--- src/rtl/axi_stream_pattern_generator_pkg.sv ---
// Shared constants and types for the AXI-Stream pattern generator.
// Register offsets, control bit positions, mode and state encodings.
package axi_stream_pattern_generator_pkg;

  localparam logic [7:0] REG_CTRL    = 8'h00;
  localparam logic [7:0] REG_STATUS  = 8'h04;
  localparam logic [7:0] REG_VALUE   = 8'h08;
  localparam logic [7:0] REG_STEP    = 8'h0C;
  localparam logic [7:0] REG_CNT_LO  = 8'h10;
  localparam logic [7:0] REG_CNT_HI  = 8'h14;
  localparam logic [7:0] REG_PKT_LEN = 8'h18;
  localparam logic [7:0] REG_SENT    = 8'h1C;

  localparam int CTRL_START = 0;
  localparam int CTRL_STOP  = 1;
  localparam int CTRL_MODE  = 4;

  typedef enum logic [1:0] {
    MODE_CONST = 2'd0,
    MODE_RAMP  = 2'd1,
    MODE_WALK  = 2'd2
  } mode_e;

  typedef enum logic {
    IDLE = 1'b0,
    RUN  = 1'b1
  } state_e;

  function automatic logic [31:0] apply_strb(
    input logic [31:0] old_v,
    input logic [31:0] new_v,
    input logic [3:0]  strb
  );
    logic [31:0] r;
    r = old_v;
    for (int i = 0; i < 4; i++)
      if (strb[i]) r[8*i +: 8] = new_v[8*i +: 8];
    return r;
  endfunction

endpackage

--- src/rtl/axi_stream_pattern_generator_regs.sv ---
// AXI4-Lite handshake front end: turns bus transactions into
// single-cycle register write and read strobes.
module axi_lite_slave_regs #(
  parameter int AW = 5,
  parameter int DW = 32
) (
  input  logic          aclk,
  input  logic          reset,
  input  logic [AW-1:0] s_axi_awaddr,
  input  logic          s_axi_awvalid,
  output logic          s_axi_awready,
  input  logic [DW-1:0] s_axi_wdata,
  input  logic [3:0]    s_axi_wstrb,
  input  logic          s_axi_wvalid,
  output logic          s_axi_wready,
  output logic [1:0]    s_axi_bresp,
  output logic          s_axi_bvalid,
  input  logic          s_axi_bready,
  input  logic [AW-1:0] s_axi_araddr,
  input  logic          s_axi_arvalid,
  output logic          s_axi_arready,
  output logic [DW-1:0] s_axi_rdata,
  output logic [1:0]    s_axi_rresp,
  output logic          s_axi_rvalid,
  input  logic          s_axi_rready,
  output logic          wr_en,
  output logic [AW-1:0] wr_addr,
  output logic [DW-1:0] wr_data,
  output logic [3:0]    wr_strb,
  output logic          rd_en,
  output logic [AW-1:0] rd_addr,
  input  logic [DW-1:0] rd_data
);

  logic          r_bvalid;
  logic          r_rvalid;
  logic [DW-1:0] r_rdata;
  logic          w_wr_hs;
  logic          w_rd_hs;

  assign w_wr_hs = s_axi_awvalid & s_axi_wvalid & ~r_bvalid;
  assign w_rd_hs = s_axi_arvalid & ~r_rvalid;

  assign s_axi_awready = w_wr_hs;
  assign s_axi_wready  = w_wr_hs;
  assign s_axi_bvalid  = r_bvalid;
  assign s_axi_bresp   = 2'b00;
  assign s_axi_arready = w_rd_hs;
  assign s_axi_rvalid  = r_rvalid;
  assign s_axi_rdata   = r_rdata;
  assign s_axi_rresp   = 2'b00;

  assign wr_en   = w_wr_hs;
  assign wr_addr = s_axi_awaddr;
  assign wr_data = s_axi_wdata;
  assign wr_strb = s_axi_wstrb;
  assign rd_en   = w_rd_hs;
  assign rd_addr = s_axi_araddr;

  always_ff @(posedge aclk or posedge reset) begin
    if (reset) begin
      r_bvalid <= 1'b0;
      r_rvalid <= 1'b0;
      r_rdata  <= '0;
    end else begin
      if (w_wr_hs)           r_bvalid <= 1'b1;
      else if (s_axi_bready) r_bvalid <= 1'b0;
      if (w_rd_hs) begin
        r_rvalid <= 1'b1;
        r_rdata  <= rd_data;
      end else if (s_axi_rready) begin
        r_rvalid <= 1'b0;
      end
    end
  end

endmodule

--- src/rtl/axi_stream_pattern_generator.sv ---
// AXI-Stream pattern source (constant / ramp / walking-one) with
// finite or endless beat count and periodic tlast framing.
module axi_stream_pattern_generator
  import axi_stream_pattern_generator_pkg::*;
#(
  parameter int C_DATA_OUT_DATA_WIDTH = 8,
  parameter int C_S_AXI_DATA_WIDTH    = 32,
  parameter int C_S_AXI_ADDR_WIDTH    = 5,
  parameter int C_COUNT_WIDTH         = 41
) (
  input  logic                          aclk,
  input  logic                          reset,
  output logic                          data_out_tvalid,
  output logic [C_DATA_OUT_DATA_WIDTH-1:0] data_out_tdata,
  output logic                          data_out_tlast,
  input  logic                          data_out_tready,
  input  logic [C_S_AXI_ADDR_WIDTH-1:0] s_axi_awaddr,
  input  logic                          s_axi_awvalid,
  output logic                          s_axi_awready,
  input  logic [C_S_AXI_DATA_WIDTH-1:0] s_axi_wdata,
  input  logic [3:0]                    s_axi_wstrb,
  input  logic                          s_axi_wvalid,
  output logic                          s_axi_wready,
  output logic [1:0]                    s_axi_bresp,
  output logic                          s_axi_bvalid,
  input  logic                          s_axi_bready,
  input  logic [C_S_AXI_ADDR_WIDTH-1:0] s_axi_araddr,
  input  logic                          s_axi_arvalid,
  output logic                          s_axi_arready,
  output logic [C_S_AXI_DATA_WIDTH-1:0] s_axi_rdata,
  output logic [1:0]                    s_axi_rresp,
  output logic                          s_axi_rvalid,
  input  logic                          s_axi_rready
);

  localparam int W   = C_DATA_OUT_DATA_WIDTH;
  localparam int AW  = C_S_AXI_ADDR_WIDTH;
  localparam int CW  = C_COUNT_WIDTH;
  localparam logic [31:0] HI_MASK =
    32'((64'd1 << (CW - 32)) - 64'd1);

  logic          w_wr_en;
  logic [AW-1:0] w_wr_addr;
  logic [31:0]   w_wr_data;
  logic [3:0]    w_wr_strb;
  logic          w_rd_en;
  logic [AW-1:0] w_rd_addr;
  logic [31:0]   w_rd_data;

  axi_lite_slave_regs #(.AW(AW), .DW(32)) u_regs (
    .aclk(aclk), .reset(reset),
    .s_axi_awaddr(s_axi_awaddr), .s_axi_awvalid(s_axi_awvalid),
    .s_axi_awready(s_axi_awready), .s_axi_wdata(s_axi_wdata),
    .s_axi_wstrb(s_axi_wstrb), .s_axi_wvalid(s_axi_wvalid),
    .s_axi_wready(s_axi_wready), .s_axi_bresp(s_axi_bresp),
    .s_axi_bvalid(s_axi_bvalid), .s_axi_bready(s_axi_bready),
    .s_axi_araddr(s_axi_araddr), .s_axi_arvalid(s_axi_arvalid),
    .s_axi_arready(s_axi_arready), .s_axi_rdata(s_axi_rdata),
    .s_axi_rresp(s_axi_rresp), .s_axi_rvalid(s_axi_rvalid),
    .s_axi_rready(s_axi_rready),
    .wr_en(w_wr_en), .wr_addr(w_wr_addr), .wr_data(w_wr_data),
    .wr_strb(w_wr_strb), .rd_en(w_rd_en), .rd_addr(w_rd_addr),
    .rd_data(w_rd_data)
  );

  logic [1:0]    r_mode;
  logic [31:0]   r_value;
  logic [31:0]   r_step;
  logic [31:0]   r_cnt_lo;
  logic [31:0]   r_cnt_hi;
  logic [31:0]   r_pkt_len;

  state_e        r_state;
  state_e        w_state_next;
  logic [1:0]    r_mode_s;
  logic [W-1:0]  r_step_s;
  logic [31:0]   r_pkt_s;
  logic [CW-1:0] r_remaining;
  logic          r_inf;
  logic [31:0]   r_beat;
  logic [31:0]   r_sent;
  logic [W-1:0]  r_tdata;
  logic          r_stop_pend;

  logic [7:0]    w_wa;
  logic [7:0]    w_ra;
  logic          w_wr_ctrl;
  logic          w_start;
  logic          w_stop;
  logic [1:0]    w_mode_new;
  logic          w_capture;
  logic          w_hs;
  logic          w_final;
  logic          w_tlast;

  assign w_wa = 8'(w_wr_addr);
  assign w_ra = 8'(w_rd_addr);

  assign w_wr_ctrl  = w_wr_en && (w_wa == REG_CTRL) && w_wr_strb[0];
  assign w_start    = w_wr_ctrl && w_wr_data[CTRL_START];
  assign w_stop     = w_wr_ctrl && w_wr_data[CTRL_STOP];
  assign w_mode_new = w_wr_ctrl ?
                      w_wr_data[CTRL_MODE +: 2] : r_mode;

  assign w_hs      = (r_state == RUN) && data_out_tready;
  assign w_final   = !r_inf && (r_remaining == CW'(1));
  assign w_capture = (r_state == IDLE) && w_start;
  assign w_tlast   = (r_state == RUN) &&
                     (((r_pkt_s != '0) &&
                       (r_beat == r_pkt_s - 32'd1)) || w_final);

  assign data_out_tvalid = (r_state == RUN);
  assign data_out_tdata  = r_tdata;
  assign data_out_tlast  = w_tlast;

  always_ff @(posedge aclk or posedge reset) begin
    if (reset) r_state <= IDLE;
    else       r_state <= w_state_next;
  end

  always_comb begin
    w_state_next = r_state;
    unique case (r_state)
      IDLE: if (w_start) w_state_next = RUN;
      RUN:  if (w_hs && (w_final || r_stop_pend))
              w_state_next = IDLE;
      default: w_state_next = IDLE;
    endcase
  end

  // Config registers are free to change while running; only the
  // shadow copies taken at START drive the datapath.
  always_ff @(posedge aclk or posedge reset) begin
    if (reset) begin
      r_mode    <= '0;
      r_value   <= '0;
      r_step    <= '0;
      r_cnt_lo  <= '0;
      r_cnt_hi  <= '0;
      r_pkt_len <= '0;
    end else if (w_wr_en) begin
      unique case (w_wa)
        REG_CTRL:    if (w_wr_strb[0])
                       r_mode <= w_wr_data[CTRL_MODE +: 2];
        REG_VALUE:   r_value <=
                       apply_strb(r_value, w_wr_data, w_wr_strb);
        REG_STEP:    r_step <=
                       apply_strb(r_step, w_wr_data, w_wr_strb);
        REG_CNT_LO:  r_cnt_lo <=
                       apply_strb(r_cnt_lo, w_wr_data, w_wr_strb);
        REG_CNT_HI:  r_cnt_hi <= HI_MASK &
                       apply_strb(r_cnt_hi, w_wr_data, w_wr_strb);
        REG_PKT_LEN: r_pkt_len <=
                       apply_strb(r_pkt_len, w_wr_data, w_wr_strb);
        default: ;
      endcase
    end
  end

  always_ff @(posedge aclk or posedge reset) begin
    if (reset) begin
      r_mode_s    <= '0;
      r_step_s    <= '0;
      r_pkt_s     <= '0;
      r_remaining <= '0;
      r_inf       <= 1'b0;
      r_beat      <= '0;
      r_sent      <= '0;
      r_tdata     <= '0;
      r_stop_pend <= 1'b0;
    end else begin
      r_stop_pend <= (w_state_next == RUN) &&
                     (r_stop_pend || ((r_state == RUN) && w_stop));
      if (w_capture) begin
        r_mode_s    <= w_mode_new;
        r_step_s    <= r_step[W-1:0];
        r_pkt_s     <= r_pkt_len;
        r_remaining <= CW'({r_cnt_hi, r_cnt_lo});
        r_inf       <= ({r_cnt_hi, r_cnt_lo} == 64'd0);
        r_beat      <= '0;
        r_sent      <= '0;
        r_tdata     <= (w_mode_new == MODE_WALK) ?
                       W'(1) : r_value[W-1:0];
      end else if (w_hs) begin
        unique case (1'b1)
          (r_mode_s == MODE_RAMP): r_tdata <= r_tdata + r_step_s;
          (r_mode_s == MODE_WALK): r_tdata <=
            (r_tdata << 1) | (r_tdata >> (W - 1));
          default: r_tdata <= r_tdata;
        endcase
        r_sent <= r_sent + 32'd1;
        if (!r_inf) r_remaining <= r_remaining - CW'(1);
        r_beat <= w_tlast ? '0 : r_beat + 32'd1;
      end
    end
  end

  always_comb begin
    w_rd_data = '0;
    if (w_rd_en) begin
      unique case (w_ra)
        REG_CTRL:    w_rd_data[CTRL_MODE +: 2] = r_mode;
        REG_STATUS:  w_rd_data[1:0] =
                       {r_stop_pend, r_state == RUN};
        REG_VALUE:   w_rd_data = r_value;
        REG_STEP:    w_rd_data = r_step;
        REG_CNT_LO:  w_rd_data = r_cnt_lo;
        REG_CNT_HI:  w_rd_data = r_cnt_hi;
        REG_PKT_LEN: w_rd_data = r_pkt_len;
        REG_SENT:    w_rd_data = r_sent;
        default:     w_rd_data = '0;
      endcase
    end
  end

endmodule

--- config.mk ---
export PLATFORM = sky130hd
export DESIGN_NAME = axi_stream_pattern_generator
export DESIGN_NICKNAME = d
export VERILOG_FILES = /design/src/rtl/axi_stream_pattern_generator_pkg.sv /design/src/rtl/axi_stream_pattern_generator_regs.sv /design/src/rtl/axi_stream_pattern_generator.sv
export SDC_FILE = /design/constraint.sdc
export NUM_CORES = 1
export LEC_CHECK = 0
export CAP_MARGIN = 10
export CORE_UTILIZATION = 45
export DETAILED_ROUTE_END_ITERATION = 10
export PLACE_DENSITY_LB_ADDON = 0.3
export SETUP_SLACK_MARGIN = 0.5
export SLEW_MARGIN = 5
export SYNTH_ARGS = -nofsm -noshare
export SYNTH_HDL_FRONTEND = slang
export SYNTH_SLANG_ARGS = --single-unit
export TNS_END_PERCENT = 5
--- constraint.sdc ---
create_clock -name aclk -period 11.5 [get_ports aclk]
set_input_delay 1.15 -clock aclk [delete_from_list [all_inputs] [get_ports aclk]]
set_output_delay 1.15 -clock aclk [all_outputs]
set_load 0.01 [all_outputs]
==> impl_metrics.toml, run 1 <==
[clock_tree]
clk_latency_ps = 560
cts.path.max_buffers = 3
cts-root-buf = "clkbuf_16"
cts_setup_buffers = 0
cts_max_level = 2
cts_made_buffers = 37
cts_tree = "yes"
hold_buffers = 0
post_cts_resized = 0
clkSlewWorstSetupHoldPaths_ps = 60
cts_sinks = 331

[floorplanning]
core-area_um2 = 36700
dieArea_um2 = 38100
die_h_um = 195
die_w_um = 195
rows = 70
pin_count = 105
initial_core_util_pct = 45.8

[power_and_ir_drop]
p_leak_nw = 8.78
peakVddDrop_mv = 0.121
powerDensity_nw_per_um2 = 158

[grt]
antenna_found_initial = 0
grt_pass1_wl_mm = 74.9
grt_remaining_overflow = 0
grt_pass1_vias = 12800
grtUsageTotal_pct = 25.4
grt_max_degree = 152

[timing]
setup_viol = 0
timing.final.ws_setup_ps = 5710
setup-tns-final_ps = 0
final_max_slew_viol_count = 0
clock_skew_ps = 20.3
min_period_ps = 5790
slew_headroom_pct = 14.8
max_freq_mhz = 173
rsz0062_at_grt = "no"
finalCritPeriodShare_pct = 50.3
whs_ps = 476
worst_pin_slew_ps = 1280
hold_viol = 0

[drt]
firstDrtPassIters = 7
drt_wl_total_mm = 48.2
drtIter0Drc = 891
via_per_inst = 5.93
wl_per_cell_um = 21.7
postRouteAntennaNets = 0
vias = 13200
drc_errors = 0

[status]
outcome = "complete, no violations"

[synth]
async_flop_share_pct = 100
synthCells = 1659
synth-main-ff-cell = "dfrtp_1"
yosys-top-cells-area = "dfrtp_1 49%, mux2_2 10%, nand2_1 5.6%, xnor2_1 3.4%, o21ai_0 3.4%"
synth_edf_count = 0
synth_top_area_share_pct = 49.3
syn_area_um2 = 16800
yosysWarnings = 0
synth_seq_cells = 331
avgSynthCellArea_um2 = 10.1
yosysSeqAreaShare_pct = 49.3
synth_top_area_cell = "dfrtp_1"
synth_commonest_cells = "331 x dfrtp_1, 252 x nand2_1, 149 x mux2_2, 114 x o21ai_0, 89 x nor2_1"
synth_cell_types = 65
yosysMostFrequentCell = "dfrtp_1"

[setup_path]
start_kind = "register"
worstPathArrival_ps = 4640
crit_required_ps = 10350
timing.reg2reg.setup_slack_ps = 7170
r2r-end = "r_remaining[30]$_DFFE_PP0P_"
crit_type = "register to output port"
rr_worst_depth = 7
r2r-start = "u_regs.s_axi_bvalid$_DFFE_PP0P_"
cp-end-kind = "output port"
crit_fanout = 12

[worst_hold_path]
hold_depth = 1
hold_start = "u_regs.s_axi_rdata[8]$_DFFE_PP0P_"
hold_end = "u_regs.s_axi_rdata[8]$_DFFE_PP0P_"
min_path_type = "register to register"

[layout]
fin_nets = 1797
regMostFlops = "r_remaining"
finish.utilization_pct = 53.0
regArea_um2 = 8280
multiInputGateArea_um2 = 8040
nFillCells = 3211
area_delta_synth_final_pct = 15.7
final_layout_size_suffix_gt1_share_pct = 13.9
largest_reg_flops = 41
insertedDiodeCount = 0
final_area_um2 = 19400

[place]
gp_congestion = 0.892
hpwl_mm = 33.3
pre_cts_slack_ps = 6020
port_buffers = 100
place_area_um2 = 18200

[flow_run]
maxCapViolCount = 0
## layout by cell type, fill, tap and decap left out, drive strengths merged, types with 9 or more instances in the layout
cell type,n
a21oi,63
a22o,61
a22oi,30
a31oi,13
and3,20
and4,9
buf,14
clkbuf,53
clkdlybuf4s50,100
dfrtp,331
ha,13
inv,38
mux2,149
nand2,252
nand2b,9
nand3,50
nand4,14
nor2,89
nor3,30
nor4,42
o21ai,114
or3,12
or4,20
xnor2,66
xor2,53
## kinds of logic (layout without fill, tap and decap cells)
kind of cell,count (synthesis),in the layout,share of synthesized area (%)
other,1,4,0.0223
flip-flops,331,331,49.3
multiplexers,162,162,11.1
AO/OA/AOI/OAI,324,324,12.4
AND/OR/NAND/NOR,585,585,16.8
adder cells (fa/ha/maj),14,14,1.09
XOR/XNOR,119,119,6.20
buffers and inverters,123,216,2.98
## power by group
group / total (W) / switching (W) / internal [W]
Combinational: 0.000426 / 0.000233 / 0.000193
Sequential: 0.00142 / 0.000142 / 0.00128
Clock: 0.00123 / 0.000503 / 0.000727
## worst max path at each step
stage                      startpoint                       endpoint  slack [ps]  cells past startpoint
3_5_place_dp            s_axi_awvalid    r_remaining[30]$_DFFE_PP0P_        6020                      9
2_1_floorplan                   reset  data_out_tdata[0]$_DFFE_PP0P_        1180                      1
3_3_place_gp            s_axi_awvalid    r_remaining[38]$_DFFE_PP0P_        6200                      9
4_1_cts        r_pkt_s[2]$_DFFE_PP0P_                 data_out_tlast        5690                      9
5_1_grt        r_pkt_s[2]$_DFFE_PP0P_                 data_out_tlast        5490                      9
6_report       r_pkt_s[2]$_DFFE_PP0P_                 data_out_tlast        5710                      9
## per-layer routing
metal / track usage (%) / share of wire [%] / vias up
li1: - / - / 6059
met1: 35.3 / 45 / 6659
met2: 40.1 / 47 / 383
met3: 4.32 / 5.2 / 85
met4: 8.84 / 3.1 / 0
met5: 0 / 0 / -
## layout make-up
class | count | share of cell area [%]
Clock buffer | 53 | 5.54
Clock inverter | 12 | 0.992
Inverter | 37 | 0.753
Multi-Input combinational cell | 1208 | 41.4
Sequential cell | 331 | 42.6
Tap cell | 468 | 3.01
Timing Repair Buffer | 114 | 5.69
## metrics by stage
| stage | cells | power (W) |
|---|---|---|
| after CTS | 2223 | 0.00308 |
| after global placement | 2158 | 0.00184 |
| after detailed placement | 2158 | 0.00185 |
| after floorplan | 1662 | 0.00170 |
| after global routing | 2223 | 0.00320 |
| final | 2223 | 0.00307 |
## critical path, cell delays in order, from the launching register on
cell and delay (ps):
dfrtp_1 470, nor4_1 620, nand4_1 550, or3_1 510, a22o_1 200, or4b_4 540, nor4_4 340, a21oi_1 170
nor2b_1 140, clkdlybuf4s50_1 540
No activity file was read; power rests on OpenSTA's default activity.
==> run 2: changes to the inputs <==
- clock period: 11.5 -> 4.99 ns (I/O delays scaled with it)
==> run 2 against run 1 <==
Against the previous run:
- non-clock buffer count is 15 higher
- critical path depth stayed put
- sequential power is 130% higher
==> impl_metrics.toml, run 2 (synthesized netlist as in run 1, its figures left out) <==
[floorplanning]
die_w_um = 195
dieArea_um2 = 38100
die_h_um = 195
initial_core_util_pct = 45.8
core-area_um2 = 36700
rows = 70
pin_count = 105

[grt]
grt_max_degree = 150
grt_pass1_vias = 13000
grt_remaining_overflow = 0
grt_util_met2_pct = 39.4
grt-busiest-layer = "met2"
grtUsageTotal_pct = 25.3
grt.met3_usage_pct = 3.85
antenna_found_initial = 0
grt_pass1_wl_mm = 75.2
met1_usage_pct = 35.5

[worst_hold_path]
hold_depth = 1
hold_end = "u_regs.s_axi_rdata[8]$_DFFE_PP0P_"
hold_start = "u_regs.s_axi_rdata[8]$_DFFE_PP0P_"
min_path_type = "register to register"

[layout]
final_layout_size_suffix_gt1_share_pct = 16.0
fin_nets = 1813
final_cell_mix = "327 x dfrtp_1, 252 x nand2_1, 149 x mux2_2, 114 x o21ai_0, 99 x clkdlybuf4s50_1"
layout_commonest_cell = "dfrtp_1"
regMostFlops = "r_remaining"
finish.utilization_pct = 53.6
area_delta_synth_final_pct = 17.1
final_area_um2 = 19700
largest_reg_flops = 41
insertedDiodeCount = 0

[clock_tree]
clkSlewWorstSetupHoldPaths_ps = 60
hold_buffers = 0
cts_sinks = 331
clk_latency_ps = 550
cts_tree = "yes"
cts-root-buf = "clkbuf_16"
cts_max_level = 2
cts_made_buffers = 38
cts.path.max_buffers = 3

[status]
outcome = "complete, no violations"

[power_and_ir_drop]
powerDensity_nw_per_um2 = 363
clock_power_share_pct = 39.3
p_leak_nw = 8.87
combPwrFrac_pct = 14.8
peakVddDrop_mv = 0.382
swShare_pct = 28.5
internal_power_w = 0.00511
p_switching_w = 0.00203
seq_power_share_pct = 45.9

[setup_path]
crit_type = "register to output port"
cp-end-kind = "output port"
worstPathArrival_ps = 3610
crit_required_ps = 4490
rr_worst_depth = 12
crit_fanout = 5
crit_slowest_cell = "or4_4"
start_kind = "register"
r2r-end = "r_beat[24]$_DFFE_PP0P_"
r2r-start = "r_pkt_s[3]$_DFFE_PP0P_"
worstPathCellList = "or4_4 -> nor4_4 -> or3b_4 -> or4_4 -> or3_4 -> inv_4 -> a21oi_2 -> nor2b_1 -> dlymetal6s2s_1"
path_common_cell = "or4_4"
timing.reg2reg.setup_slack_ps = 1180
max_stage_delay_ps = 590

[timing]
setup-tns-final_ps = 0
worst_pin_slew_ps = 1200
setup_viol = 0
slew_headroom_pct = 20.3
min_period_ps = 4110
clock_skew_ps = 28.7
final_max_slew_viol_count = 0
finalCritPeriodShare_pct = 82.3
max_freq_mhz = 243
rsz0062_at_grt = "no"
hold_viol = 0

[drt]
vias = 13100
postRouteAntennaNets = 0
via_per_inst = 5.87
drt_wl_total_mm = 47.9
drtIter0Drc = 1026
drc_errors = 0
firstDrtPassIters = 5
wl_per_cell_um = 21.4

[place]
hpwl_mm = 33.5
place_area_um2 = 18300
port_buffers = 100
gp_congestion = 0.894

[flow_run]
maxCapViolCount = 0
==> run 2: what timing repair did <==
item,4_1_cts,5_1_grt
hold endpoints to repair,0,0
endpoints found under the setup margin,1,1
setup buffers,4,3
resized for setup,26,4
pin swaps,3,1
==> run 2: power by group through the flow <==
stage               sequential, W  clock (W)  combinational [W]
floorplan                 0.00319          0           0.000720
global placement          0.00329          0           0.000951
detailed placement        0.00330          0           0.000976
CTS                       0.00326    0.00287            0.00105
global route              0.00331    0.00295            0.00117
finish                    0.00328    0.00281            0.00106
==> run 2: layout make-up <==
cell class,instances,area (um2)
clock buffers,51,1060
fillers,3149,17000
flip-flops and latches,331,8290
multi-input cells,1208,8150
clock inverters,15,186
repair buffers,129,1260
inverters,37,145
well taps,468,586
==> run 2: metal layers <==
metal	vias up	routed length (um)	share of wire, %
met5	-	0	0
met4	0	1860	3.9
met3	91	2390	5.0
met2	355	21700	45
met1	6593	21900	46
li1	6108	-	-
==> run 2: worst max path at each step <==
stage	depth (start not counted)	slack, ps	endpoint	startpoint
after detailed placement	10	690	data_out_tlast	r_pkt_s[2]$_DFFE_PP0P_
after global routing	10	740	data_out_tlast	r_pkt_s[3]$_DFFE_PP0P_
after floorplan	1	70	data_out_tdata[0]$_DFFE_PP0P_	reset
final	9	880	data_out_tlast	r_remaining[26]$_DFFE_PP0P_
after CTS	9	500	data_out_tlast	r_remaining[26]$_DFFE_PP0P_
after global placement	10	700	data_out_tlast	r_pkt_s[2]$_DFFE_PP0P_
==> run 2: worst max-delay path: cells and delay by family, from the launching register on <==
family | cells | cell delay, ps
and+or+nand+nor | 6 | 2290
buffers and inverters | 2 | 280
AOI/OAI and AO/OA | 1 | 60
DFF | 1 | 420
==> run 2: metrics by stage <==
stage | power, W | instances | hold slack (ps) | setup WS (ps)
5_1_grt | 0.00743 | 2239 | 499 | 743
3_5_place_dp | 0.00428 | 2166 | 465 | 690
4_1_cts | 0.00718 | 2236 | 479 | 500
3_3_place_gp | 0.00424 | 2166 | 460 | 705
2_1_floorplan | 0.00391 | 1662 | 450 | 70.3
6_report | 0.00714 | 2239 | 476 | 883
==> run 3: changes to the inputs <==
- clock period: 4.99 -> 3.7 ns (I/O delays scaled with it)
==> run 3 against run 2 <==
Against the previous run:
- the flow now finishes with violations (setup timing)
- setup slack lost 960 ps
- sequential power grew 34%
- combinational power grew 57%
- clock power grew 35%
- total power grew 38%
- final cell count grew 3.1%
- register-to-register slack lost 930 ps
- critical endpoint unchanged
==> impl_metrics.toml, run 3 (synthesized netlist as in run 1, its figures left out) <==
[layout]
area_delta_synth_final_pct = 21.1
finish.utilization_pct = 55.4
regMostFlops = "r_remaining"
final_layout_size_suffix_gt1_share_pct = 19.3
nFillCells = 3176
final_cell_mix = "331 x dfrtp_1, 252 x nand2_1, 148 x mux2_2, 111 x o21ai_0, 99 x clkdlybuf4s50_1"
final_area_um2 = 20300
fin_nets = 1883
largest_reg_flops = 41
insertedDiodeCount = 0
layout_commonest_cell = "dfrtp_1"

[timing]
timing.final.ws_setup_ps = -80.5
clock_skew_ps = 18.9
finalCritPeriodShare_pct = 102
worst_pin_slew_ps = 1080
max_freq_mhz = 265
hold_viol = 0
slew_headroom_pct = 28.2
rsz0062_at_grt = "yes"
setup-tns-final_ps = -80.5
setup_viol = 1
min_period_ps = 3780
final_max_slew_viol_count = 0

[setup_path]
crit_required_ps = 3330
timing.reg2reg.setup_slack_ps = 250
crit_fanout = 2
start_kind = "register"
worstPathArrival_ps = 3410
r2r-end = "r_beat[24]$_DFFE_PP0P_"
critPathCapture = "data_out_tlast"
startpoint = "r_remaining[26]$_DFFE_PP0P_"
rr_worst_depth = 11
cp-end-kind = "output port"
crit_type = "register to output port"
r2r-start = "r_remaining[26]$_DFFE_PP0P_"

[grt]
antenna_found_initial = 0
grt_max_degree = 73
grt_pass1_vias = 13500
grt_remaining_overflow = 0
grt_pass1_wl_mm = 76.6
grtUsageTotal_pct = 25.7

[power_and_ir_drop]
p_switching_w = 0.00275
internal_power_w = 0.00707
clock_power_share_pct = 38.5
seq_power_share_pct = 44.6
peakVddDrop_mv = 0.279
swShare_pct = 28.0
p_leak_nw = 9.25
combPwrFrac_pct = 16.9
powerDensity_nw_per_um2 = 483

[floorplanning]
die_w_um = 195
die_h_um = 195
initial_core_util_pct = 45.8
rows = 70
core-area_um2 = 36700
dieArea_um2 = 38100
pin_count = 105

[place]
port_buffers = 100
hpwl_mm = 35.2
place_area_um2 = 18900
gp_congestion = 0.882

[status]
violations = "setup timing"
outcome = "complete, but fails checks"

[clock_tree]
cts-root-buf = "clkbuf_16"
cts_max_level = 2
cts.path.max_buffers = 3
cts_made_buffers = 37
cts_tree = "yes"
cts_sinks = 331
clkSlewWorstSetupHoldPaths_ps = 60
clk_latency_ps = 550

[drt]
postRouteAntennaNets = 0
drc_errors = 0
drtIter0Drc = 1005
via_per_inst = 5.87
firstDrtPassIters = 7
drt_wl_total_mm = 48.0
wl_per_cell_um = 20.8
vias = 13500

[flow_run]
maxCapViolCount = 0

[worst_hold_path]
min_path_type = "input port to asynchronous set/reset pin"
[run 3: through the flow]
stage          hold slack [ps]  setup slack, ps  instances  power [W]
2_1_floorplan              450            -1090       1662    0.00527
3_3_place_gp               463            -91.2       2241    0.00592
3_5_place_dp               471             -109       2241    0.00598
4_1_cts                    375            -94.0       2309    0.00985
5_1_grt                    405             -256       2309     0.0103
6_report                   383            -80.5       2309    0.00983
[run 3: worst min path at each step]
stage | from | slack (ps) | to
2_1_floorplan | r_step_s[0]$_DFFE_PP0P_ | 450 | r_step_s[0]$_DFFE_PP0P_
3_5_place_dp | u_regs.s_axi_rdata[8]$_DFFE_PP0P_ | 470 | u_regs.s_axi_rdata[8]$_DFFE_PP0P_
6_report | reset | 380 | r_remaining[29]$_DFFE_PP0P_
4_1_cts | s_axi_bready | 380 | u_regs.s_axi_bvalid$_DFFE_PP0P_
5_1_grt | s_axi_bready | 400 | u_regs.s_axi_bvalid$_DFFE_PP0P_
3_3_place_gp | u_regs.s_axi_rdata[8]$_DFFE_PP0P_ | 460 | u_regs.s_axi_rdata[8]$_DFFE_PP0P_
[run 3: routing by layer]
metal  global-route usage (%)  wire length [um]  vias up  share of wire (%)
li1                         -                 -     6239                  -
met3                     3.99              2540      102                5.3
met4                     10.2              1880        0                3.9
met2                     40.7             22200      399                 46
met1                     35.4             21400     6809                 44
met5                        0                 0        -                  0
[run 3: what timing repair did]
action / in CTS / in global routing
pin swaps: 4 / 11
setup buffers: 3 / 0
hold buffers: 0 / 0
resized for setup: 18 / 28
setup endpoints to repair: 33 / 33
[run 3: critical path, stage by stage, from the launching register on]
cell	delay, ps
dfrtp_1	370
or4_4	560
nor4_4	240
or3b_1	400
or4_4	500
or3_1	340
inv_2	150
a21oi_2	60
nor2b_1	120
buf_2	140
[run 3: final cells by class]
cell class	instances	area [um2]	area share, %
inverters	37	143	0.701
multi-input cells	1208	8210	40.4
flip-flops and latches	331	8280	40.7
repair buffers	200	1880	9.26
clock inverters	12	195	0.959
clock buffers	53	1050	5.14
well taps	468	586	2.88
[run 3: power by group through the flow]
stage | registers, W | logic, W | clock network (W)
6_report | 0.00438 | 0.00166 | 0.00378
5_1_grt | 0.00443 | 0.00184 | 0.00399
4_1_cts | 0.00437 | 0.00164 | 0.00384
3_5_place_dp | 0.00442 | 0.00156 | 0
2_1_floorplan | 0.00430 | 0.000971 | 0
3_3_place_gp | 0.00441 | 0.00152 | 0
